### src/rtl/lane_seg_pkg.sv
// ---------------------------------------------------------------------------
// lane_seg_pkg
// Purpose : shared definitions for the lane segment arbiter: default lane
//           count and beat width, the arbiter FSM state type and the lane
//           index type used for grant, pointer and tid.
// Ports   : none (package)
// ---------------------------------------------------------------------------
package lane_seg_pkg;

    localparam int NUM_LANES  = 5;
    localparam int DATA_W     = 76;
    localparam int LANE_IDX_W = 3;

    typedef logic [LANE_IDX_W-1:0] lane_idx_t;

    typedef enum logic {
        ST_IDLE = 1'b0,
        ST_XFER = 1'b1
    } arb_state_t;

endpackage : lane_seg_pkg

### src/rtl/lane_segment_arbiter_rr_pick.sv
// ---------------------------------------------------------------------------
// rr_pick
// Purpose : combinational round-robin search. Returns the first set bit of
//           req examining ptr, ptr+1, ... wrapping modulo N.
// Ports   : req   in  N    request vector
//           ptr   in  3    index searched first
//           idx   out 3    selected lane (0 when nothing found)
//           found out 1    req has at least one bit set
// ---------------------------------------------------------------------------
module rr_pick
    import lane_seg_pkg::*;
#(
    parameter int N = lane_seg_pkg::NUM_LANES
) (
    input  logic [N-1:0] req,
    input  lane_idx_t    ptr,
    output lane_idx_t    idx,
    output logic         found
);

    // Walk the offsets from farthest to nearest so the nearest hit from ptr
    // is the last assignment and therefore wins.
    always_comb begin
        idx   = '0;
        found = 1'b0;
        for (int k = N - 1; k >= 0; k--) begin
            if (req[(int'(ptr) + k) % N]) begin
                idx   = lane_idx_t'((int'(ptr) + k) % N);
                found = 1'b1;
            end
        end
    end

endmodule : rr_pick

### src/rtl/lane_segment_arbiter.sv
// ---------------------------------------------------------------------------
// lane_segment_arbiter
// Purpose : merges NUM_LANES AXI-stream segment lanes onto one output with
//           packet-granular round-robin arbitration and a one-stage output
//           register (1-cycle latency from accept to m_axis_*).
// Build   : define LANE_SEG_ARB_STATS_EN to add per-lane completed-segment
//           counters on pkt_cnt.
// Ports   : clk, rst            clock, synchronous active-high reset
//           s_axis_tdata/tvalid/tlast/tready   lane inputs (lane i at slice i)
//           lane_en             lanes allowed to win arbitration
//           m_axis_tdata/tvalid/tlast/tid/tready   merged output
//           busy                high while a segment is being transferred
//           pkt_cnt             per-lane segment counters (stats build only)
// ---------------------------------------------------------------------------
module lane_segment_arbiter
    import lane_seg_pkg::*;
#(
    parameter int NUM_LANES = lane_seg_pkg::NUM_LANES,
    parameter int DATA_W    = lane_seg_pkg::DATA_W,
    parameter int CNT_W     = 16
) (
    input  logic                        clk,
    input  logic                        rst,
    input  logic [NUM_LANES*DATA_W-1:0] s_axis_tdata,
    input  logic [NUM_LANES-1:0]        s_axis_tvalid,
    input  logic [NUM_LANES-1:0]        s_axis_tlast,
    output logic [NUM_LANES-1:0]        s_axis_tready,
    input  logic [NUM_LANES-1:0]        lane_en,
    output logic [DATA_W-1:0]           m_axis_tdata,
    output logic                        m_axis_tvalid,
    output logic                        m_axis_tlast,
    output logic [LANE_IDX_W-1:0]       m_axis_tid,
    input  logic                        m_axis_tready,
    output logic                        busy
`ifdef LANE_SEG_ARB_STATS_EN
    ,
    output logic [NUM_LANES*CNT_W-1:0]  pkt_cnt
`endif
);

    // The lane index is 3 bits wide, so more than 8 lanes cannot be encoded.
    if (NUM_LANES < 1 || NUM_LANES > 8 || CNT_W < 1) begin : g_param_check
        $error("lane_segment_arbiter: NUM_LANES must be 1..8 and CNT_W >= 1");
    end

    arb_state_t           r_state, w_state_nxt;
    lane_idx_t            r_gnt, w_gnt_nxt;
    lane_idx_t            r_ptr, w_ptr_nxt;
    logic [NUM_LANES-1:0] w_req;
    logic [NUM_LANES-1:0] w_tready;
    lane_idx_t            w_pick;
    logic                 w_found;
    logic                 w_out_rdy;
    logic                 w_acc;
    logic [DATA_W-1:0]    w_gnt_data;

    logic [DATA_W-1:0]    r_tdata;
    logic                 r_tvalid;
    logic                 r_tlast;
    lane_idx_t            r_tid;

    // lane_en only gates new grants; a granted lane finishes its segment
    // even if its enable drops.
    assign w_req      = s_axis_tvalid & lane_en;
    // Output register can take a beat when empty or being drained this cycle.
    assign w_out_rdy  = ~r_tvalid | m_axis_tready;
    assign w_gnt_data = s_axis_tdata[int'(r_gnt)*DATA_W +: DATA_W];

    rr_pick #(.N(NUM_LANES)) u_rr_pick (
        .req   (w_req),
        .ptr   (r_ptr),
        .idx   (w_pick),
        .found (w_found)
    );

    always_comb begin
        w_state_nxt = r_state;
        w_gnt_nxt   = r_gnt;
        w_ptr_nxt   = r_ptr;
        w_tready    = '0;
        w_acc       = 1'b0;
        case (r_state)
            ST_IDLE: begin
                if (w_found) begin
                    w_gnt_nxt   = w_pick;
                    w_state_nxt = ST_XFER;
                end
            end
            ST_XFER: begin
                w_tready[r_gnt] = w_out_rdy;
                w_acc           = w_out_rdy & s_axis_tvalid[r_gnt];
                if (w_acc & s_axis_tlast[r_gnt]) begin
                    w_ptr_nxt   = (r_gnt == lane_idx_t'(NUM_LANES - 1)) ? '0 : r_gnt + 1'b1;
                    w_state_nxt = ST_IDLE;
                end
            end
            default: w_state_nxt = ST_IDLE;
        endcase
    end

    always_ff @(posedge clk) begin
        if (rst) begin
            r_state  <= ST_IDLE;
            r_gnt    <= '0;
            r_ptr    <= '0;
            r_tdata  <= '0;
            r_tvalid <= 1'b0;
            r_tlast  <= 1'b0;
            r_tid    <= '0;
        end else begin
            r_state <= w_state_nxt;
            r_gnt   <= w_gnt_nxt;
            r_ptr   <= w_ptr_nxt;
            if (w_acc) begin
                r_tdata  <= w_gnt_data;
                r_tvalid <= 1'b1;
                r_tlast  <= s_axis_tlast[r_gnt];
                r_tid    <= r_gnt;
            end else if (m_axis_tready) begin
                r_tvalid <= 1'b0;
            end
        end
    end

    assign s_axis_tready = w_tready;
    assign m_axis_tdata  = r_tdata;
    assign m_axis_tvalid = r_tvalid;
    assign m_axis_tlast  = r_tlast;
    assign m_axis_tid    = r_tid;
    assign busy          = (r_state == ST_XFER);

`ifdef LANE_SEG_ARB_STATS_EN
    // Counted at the output handshake so a segment abandoned by reset is
    // never counted.
    logic [NUM_LANES-1:0][CNT_W-1:0] r_pkt_cnt;

    always_ff @(posedge clk) begin
        if (rst) begin
            r_pkt_cnt <= '0;
        end else begin
            for (int i = 0; i < NUM_LANES; i++) begin
                if (r_tvalid & m_axis_tready & r_tlast & (r_tid == lane_idx_t'(i))) begin
                    r_pkt_cnt[i] <= r_pkt_cnt[i] + 1'b1;
                end
            end
        end
    end

    assign pkt_cnt = r_pkt_cnt;
`endif

endmodule : lane_segment_arbiter

### config.mk
export PLATFORM = sky130hd
export DESIGN_NAME = lane_segment_arbiter
export DESIGN_NICKNAME = d
export VERILOG_FILES = /design/src/rtl/lane_seg_pkg.sv /design/src/rtl/lane_segment_arbiter_rr_pick.sv /design/src/rtl/lane_segment_arbiter.sv
export SDC_FILE = /design/constraint.sdc
export NUM_CORES = 1
export LEC_CHECK = 0
export BUFFER_PORTS_ARGS = -buffer_cell sky130_fd_sc_hd__buf_2
export CORE_AREA = 2 2 187 189
export CTS_BUF_LIST = sky130_fd_sc_hd__clkbuf_4 sky130_fd_sc_hd__clkbuf_8 sky130_fd_sc_hd__clkbuf_16
export DETAILED_ROUTE_END_ITERATION = 8
export DIE_AREA = 0 0 189 191
export PLACE_DENSITY = 0.45
export SLEW_MARGIN = 30
export SYNTH_ARGS = -nofsm -noshare
export SYNTH_HDL_FRONTEND = slang
export SYNTH_SLANG_ARGS = --single-unit
### constraint.sdc
create_clock -name clk -period 6.15 [get_ports clk]
set_input_delay 0.615 -clock clk [delete_from_list [all_inputs] [get_ports clk]]
set_output_delay 0.615 -clock clk [all_outputs]
set_load 0.005 [all_outputs]
==> reports/metrics.yaml, run 1 <==
syn_inst: 756
critPathMaxFanout: 13
area_growth_pct: 43.4
period_share_pct: 76.8
synth_async_sr_flop_share_pct: 0
final_cell_area_um2: 10600
maxCapViolCount: 0
p_leak_uw: 0.00452
p_sw_share_pct: 43.7
ys_types: 69
cts_tree: "built"
grt_start_max_net_pins: 71
synth_top_family_by_area: "compound AO/OA/AOI/OAI gates"
start_util_pct: 21.6
setup-violations-final: 0
relSlewSlack_pct: 37.2
floorplan.rows: 68
grt_pass1_wl_mm: 58.6
synth.area.mux_share_pct: 26.6
synth_flop_cell: "dfxtp_1"
io_pins: 485
grt_pass1_vias: 8514
cts_sinks: 88
fillCellCount: 3638
wl_per_cell_um: 24.5
synth_fa_ha_area_share_pct: 3.74
powerDensity_nw_per_um2: 363
clk_latency_ns: 0.36
fmaxAchievable_mhz: 212
endpoint_kind: "flip-flop"
outcome: "finished clean"
cts-root-buf: "clkbuf_16"
clock_path_buffers: 2
worst_ir_drop_vdd_v: 0.000184
hold_viol: 0
grt_overflow: 0
synth_edf_count: 0
syn_avg_cell_area_um2: 9.75
num-nets-final: 1612
fp.dieH_um: 191
pwr-share-clk_pct: 16.5
critPathKind: "flip-flop to flip-flop"
worstHoldPathType: "flip-flop to flip-flop"
dieArea_um2: 36100
ys_warn_count: 0
cts_made_buffers: 9
period_minus_slack_ns: 4.72
yosysSeqAreaShare_pct: 23.9
via_count: 8543
cts.clk_slew.worst_paths_ns: 0.08
first_pass_iters: 5
yosys_register_bits: 88
startpoint_type: "flip-flop"
layout-drive-gt1-share_pct: 52.2
synth_compound_area_share_pct: 28.3
antenna_found_initial: 21
tightest_slew_ns: 0.937
p_int_uw: 2160
syn_nets: 1176
p_switching_uw: 1670
finalPower_uw: 3830
hold_buffers: 0
holdWs_ns: 0.454
postRouteAntennaNets: 0
fin_worst_skew_ns: 0.0125
comb_power_share_pct: 59.1
synth_xor_area_share_pct: 0.815
drtIter0Drc: 519
grtUsageTotal_pct: 22.2
post_cts_resized: 0
synth_top_cell_by_area: "mux4_2"
drc: 0
syn_area_um2: 7370
gp_congestion: 0.984
sequentialPowerShare_pct: 24.4
wl_mm: 40.8
fp.coreArea_um2: 34100
die_x_um: 189
critPathArrivalTime_ns: 4.95
dp_hpwl_mm: 33.0
finalMaxSlewViolations: 0
rsz0062_at_grt: "false"
post_cts_buffers: 0
required_ns: 6.38
synth.area.top_cells: "mux4_2 24%, dfxtp_1 24%, a221oi_1 9.2%, a211oi_1 8.4%, inv_1 4.3%"
fin_cells: 1664
place_inst: 1636
synth_top_cell_area_share_pct: 24.1
post_dp_cell_area_um2: 10200
cts_htree_levels: 3
synth-simple-area-share_pct: 7.95
io_buffers: 484
viasPerCell: 5.13
setup_tns_ns: 0
cells by family after synthesis:
logic type / after synthesis
AOI/OAI and AO/OA: 265
xor gates and xnor gates: 6
adders and majority gates: 22
buffers and inverters: 168
DFF: 88
muxes: 95
and+or+nand+nor: 112
per-stage QoR:
stage	setup slack [ns]	utilization (%)
CTS	1.46	30.9
floorplan	2.15	-
global placement	1.55	30.0
detailed placement	1.46	30.0
finish	1.43	31.0
global route	1.03	31.0
power by group through the flow:
stage          registers (µW)  clock network, µW  logic (µW)
2_1_floorplan             921                  0        1490
3_3_place_gp              943                  0        2290
3_5_place_dp              943                  0        2290
4_1_cts                   938                655        2290
5_1_grt                   968                679        2490
6_report                  935                633        2260
critical path: stages, from the launching register on:
cell and delay (ns):
dfxtp_1 0.67, inv_2 0.24, ha_1 0.45, o211a_1 0.25, a211oi_1 0.55, ha_1 0.36, nand2b_1 0.10, o211a_1 0.18
o21ai_0 0.38, a22o_1 0.24, a21oi_1 0.04, or4_1 0.63, o31a_1 0.40, mux2i_1 0.12
Yosys cell counts (all sizes together), types with 4 or more instances:
cell / number
dfxtp: 88
a21oi: 26
clkbuf: 56
nand4: 6
mux4: 79
mux2: 4
nor4: 8
o21a: 6
nand2b: 9
o211a: 6
nand3: 11
o211ai: 5
a21boi: 4
ha: 22
nand2: 16
o31ai: 4
or2: 4
nor2: 21
buf: 20
nor3: 16
o21ai: 17
nor2b: 5
and2: 7
inv: 91
a211o: 5
a211oi: 83
mux2i: 12
a31oi: 4
a221oi: 78
final cells by class:
cell class / instances / area [µm²] / area share [%]
multi-input cells: 500 / 4970 / 47.0
repair buffers: 501 / 2560 / 24.3
flip-flops and latches: 88 / 1770 / 16.7
well taps: 455 / 569 / 5.39
inverters: 92 / 347 / 3.28
clock buffers: 9 / 225 / 2.13
clock inverters: 6 / 91.3 / 0.864
diodes: 13 / 32.5 / 0.308
sequential cells by signal (all words and copies together), names as in the netlist:
name	flops
m_axis_tdata	76
m_axis_tid	3
m_axis_tvalid	1
busy	1
m_axis_tlast	1
r_gnt	3
r_ptr	3
path summary, 6_finish.rpt:
check	from	to	slack (ns)	cells past startpoint
hold / removal	m_axis_tdata[14]$_SDFFE_PP0P_	m_axis_tdata[14]$_SDFFE_PP0P_	0.45	2
setup / recovery	r_ptr[1]$_SDFFE_PP0P_	r_gnt[2]$_SDFFE_PP0P_	1.43	13
hold reg to reg	m_axis_tdata[14]$_SDFFE_PP0P_	m_axis_tdata[14]$_SDFFE_PP0P_	0.45	2
setup reg to reg	r_ptr[1]$_SDFFE_PP0P_	r_gnt[2]$_SDFFE_PP0P_	1.43	13
metal layers:
layer  vias to the layer above  track usage, %  part of all wire (%)
li1                       3909               -                     -
met1                      4257            28.3                    42
met2                       317            36.6                    49
met3                        44            6.63                   7.5
met4                        16            5.53                   1.6
met5                         -               0                  0.28
cell usage in the layout, fill, tap and decap left out, drive strengths merged, types with 17 or more instances in the layout:
| cell type | Yosys | layout |
|---|---|---|
| mux4 | 79 | 79 |
| dfxtp | 88 | 88 |
| a221oi | 78 | 78 |
| ha | 22 | 22 |
| o21ai | 17 | 17 |
| a211oi | 83 | 83 |
| buf | 20 | 501 |
| a21oi | 26 | 26 |
| inv | 91 | 92 |
| nor2 | 21 | 21 |
Power figures use the tool's default switching activity.
==> inputs of run 2 (changes only) <==
Settings changed: CORE_AREA 2 2 187 189 to 2 2 188 190, DIE_AREA 0 0 189 191 to 0 0 190 192, PLACE_DENSITY 0.45 to 0.46.
Clock period 6.15 ns to 4.25 ns, I/O delays scaled along.
==> reports/metrics.yaml, run 2 (synthesis gave the netlist of run 1 again) <==
num-nets-final: 1626  # was 1612
gp_congestion: 0.943  # was 0.984
setup_tns_ns: 0  # unchanged
die_x_um: 190  # was 189 µm
required_ns: 4.50  # was 6.38 ns
relSlewSlack_pct: 43.0  # was 37.2%
floorplan.rows: 68  # unchanged
cts_sinks: 88  # unchanged
maxCapViolCount: 0  # unchanged
drtIter0Drc: 603  # was 519
post_cts_buffers: 0  # unchanged
clock_path_buffers: 2  # unchanged
place_inst: 1650  # was 1636
final_cell_area_um2: 10700  # was 10600 µm²
io_buffers: 484  # unchanged
whs_path_depth: 3  # was 2
worstHoldPathType: "input port to flip-flop"  # was flip-flop to flip-flop
cts_tree: "built"  # unchanged
start_util_pct: 21.5  # was 21.6%
critPathArrivalTime_ns: 4.13  # was 4.95 ns
setup-violations-final: 0  # unchanged
via_count: 8594  # was 8543
grt_overflow: 0  # unchanged
outcome: "finished clean"  # unchanged
post_dp_cell_area_um2: 10300  # was 10200 µm²
cpMostUsedCell: "ha_1"
area_growth_pct: 45.5  # was 43.4%
first_pass_iters: 5  # unchanged
drc: 0  # unchanged
antenna_found_initial: 43  # was 21
hold_viol: 0  # unchanged
p_leak_uw: 0.00459  # was 0.00452 µW
regArea_um2: 1770  # unchanged
worst_ir_drop_vdd_v: 0.000206  # was 0.000184 V
period_minus_slack_ns: 3.88  # was 4.72 ns
final_cell_mix: "483 x buf_2, 86 x dfxtp_1, 85 x inv_1"  # unchanged
fin_worst_skew_ns: 0.0205  # was 0.0125 ns
post-route-util_pct: 31.3  # was 31.0%
period_share_pct: 91.3  # was 76.8%
holdWs_ns: 0.376  # was 0.454 ns
grtUsageTotal_pct: 21.8  # was 22.2%
grt_pass1_wl_mm: 57.9  # was 58.6 mm
r2r-start: "r_ptr[1]$_SDFFE_PP0P_"  # unchanged
critPathKind: "flip-flop to flip-flop"  # unchanged
viasPerCell: 5.07  # was 5.13
powerDensity_nw_per_um2: 522  # was 363 nW/µm²
cts-root-buf: "clkbuf_16"  # unchanged
critPathSlowestCell: "ha_1"  # was dfxtp_1
multi_input_area_um2: 4970  # unchanged
wl_mm: 40.7  # was 40.8 mm
grt_start_max_net_pins: 78  # was 71
startpoint_type: "flip-flop"  # unchanged
post_cts_resized: 0  # unchanged
r2r_cells: 15  # was 13
clk_latency_ns: 0.36  # about the same
tightest_slew_ns: 0.855  # was 0.937 ns
wl_per_cell_um: 24.0  # was 24.5 µm
cts.clk_slew.worst_paths_ns: 0.07  # was 0.08 ns
critPathMaxFanout: 12  # was 13
critPathMaxStageDelay_ns: 0.36  # was 0.67 ns
layout_commonest_cell: "buf_2"  # unchanged
r2r_end: "r_gnt[0]$_SDFFE_PP0P_"  # was r_gnt[2]$_SDFFE_PP0P_
path_cells: "inv_2 > ha_1 > inv_1 > ha_1 > buf_4 > nand2b_1 > ha_1 > nor2b_1 > nor4_1 > a311oi_1 > o21ai_1 > mux2_2 > nand2b_1 > a211o_1 > a31oi_1"  # was inv_2 > ha_1 > o211a_1 > a211oi_1 > ha_1 > nand2b_1 > o211a_1 > o21ai_0 > a22o_1 > a21oi_1 > or4_1 > o31a_1 > mux2i_1
grt_pass1_vias: 8543  # was 8514
cts_htree_levels: 3  # unchanged
hold_end: "m_axis_tvalid$_SDFFE_PP0P_"  # was m_axis_tdata[14]$_SDFFE_PP0P_
dieArea_um2: 36500  # was 36100 µm²
fin_cells: 1696  # was 1664
fp.coreArea_um2: 34300  # was 34100 µm²
fp.dieH_um: 192  # was 191 µm
fmaxAchievable_mhz: 258  # was 212 MHz
cts_made_buffers: 9  # unchanged
endpoint_kind: "flip-flop"  # unchanged
hp-start: "m_axis_tready"  # was m_axis_tdata[14]$_SDFFE_PP0P_
finalMaxSlewViolations: 0  # unchanged
postRouteAntennaNets: 0  # unchanged
dp_hpwl_mm: 33.0  # about the same
largest_reg_flops: 76  # unchanged
rsz0062_at_grt: "false"  # unchanged
io_pins: 485  # unchanged
fillCellCount: 3681  # was 3638
reg2reg_slack_ns: 0.37  # was 1.43 ns
layout-drive-gt1-share_pct: 52.7  # was 52.2%
hold_buffers: 0  # unchanged
## run 2: cell type report
class                      instances  area share [%]
antenna                           31           0.724
inverter                          92            3.23
sequential                        88            16.5
multi-input combinational        500            46.4
tap                              455            5.31
timing repair buffer             515            24.9
clock inverter                     6           0.852
clock buffer                       9            2.10
## run 2: worst max-delay path: cells and delay by family (launching register included)
| kind | cells | cell delay [ns] |
|---|---|---|
| buffers and inverters | 3 | 0.53 |
| adder cells (fa/ha/maj) | 3 | 0.99 |
| flip-flops | 1 | 0.33 |
| AO/OA/AOI/OAI | 4 | 0.93 |
| AND/OR/NAND/NOR | 4 | 0.64 |
| multiplexers | 1 | 0.35 |
## run 2: routing by layer
metal | share of wire (%) | track usage [%] | routed length, µm | up-vias
met1 | 40 | 26.4 | 16400 | 4199
met2 | 48 | 35.3 | 19700 | 345
met4 | 2.2 | 7.75 | 891 | 24
met3 | 8.8 | 8.20 | 3600 | 72
met5 | 0.34 | 0 | 139 | -
li1 | - | - | - | 3954
## run 2: how the worst max path moves through the flow
stage,from,to,slack (ns),cells after the start
floorplan,r_ptr[1]$_SDFFE_PP0P_,r_gnt[2]$_SDFFE_PP0P_,0.25,16
global placement,r_ptr[1]$_SDFFE_PP0P_,r_gnt[0]$_SDFFE_PP0P_,0.50,16
detailed placement,r_ptr[1]$_SDFFE_PP0P_,r_gnt[0]$_SDFFE_PP0P_,0.42,15
CTS,r_ptr[1]$_SDFFE_PP0P_,r_gnt[0]$_SDFFE_PP0P_,0.35,15
global route,r_ptr[1]$_SDFFE_PP0P_,r_gnt[0]$_SDFFE_PP0P_,0.05,16
finish,r_ptr[1]$_SDFFE_PP0P_,r_gnt[0]$_SDFFE_PP0P_,0.37,15
## run 2: metrics by stage
step	setup slack, ns	power, µW
2_1_floorplan	0.250	3480
3_3_place_gp	0.496	4720
3_5_place_dp	0.420	4730
4_1_cts	0.350	5680
5_1_grt	0.0496	6040
6_report	0.371	5600
## run 2: where the power goes
group | switching (µW) | internal [µW] | total [µW]
clock | 391 | 518 | 909
combinational | 1780 | 1520 | 3290
sequential | 261 | 1140 | 1400
total | 2430 | 3170 | 5600
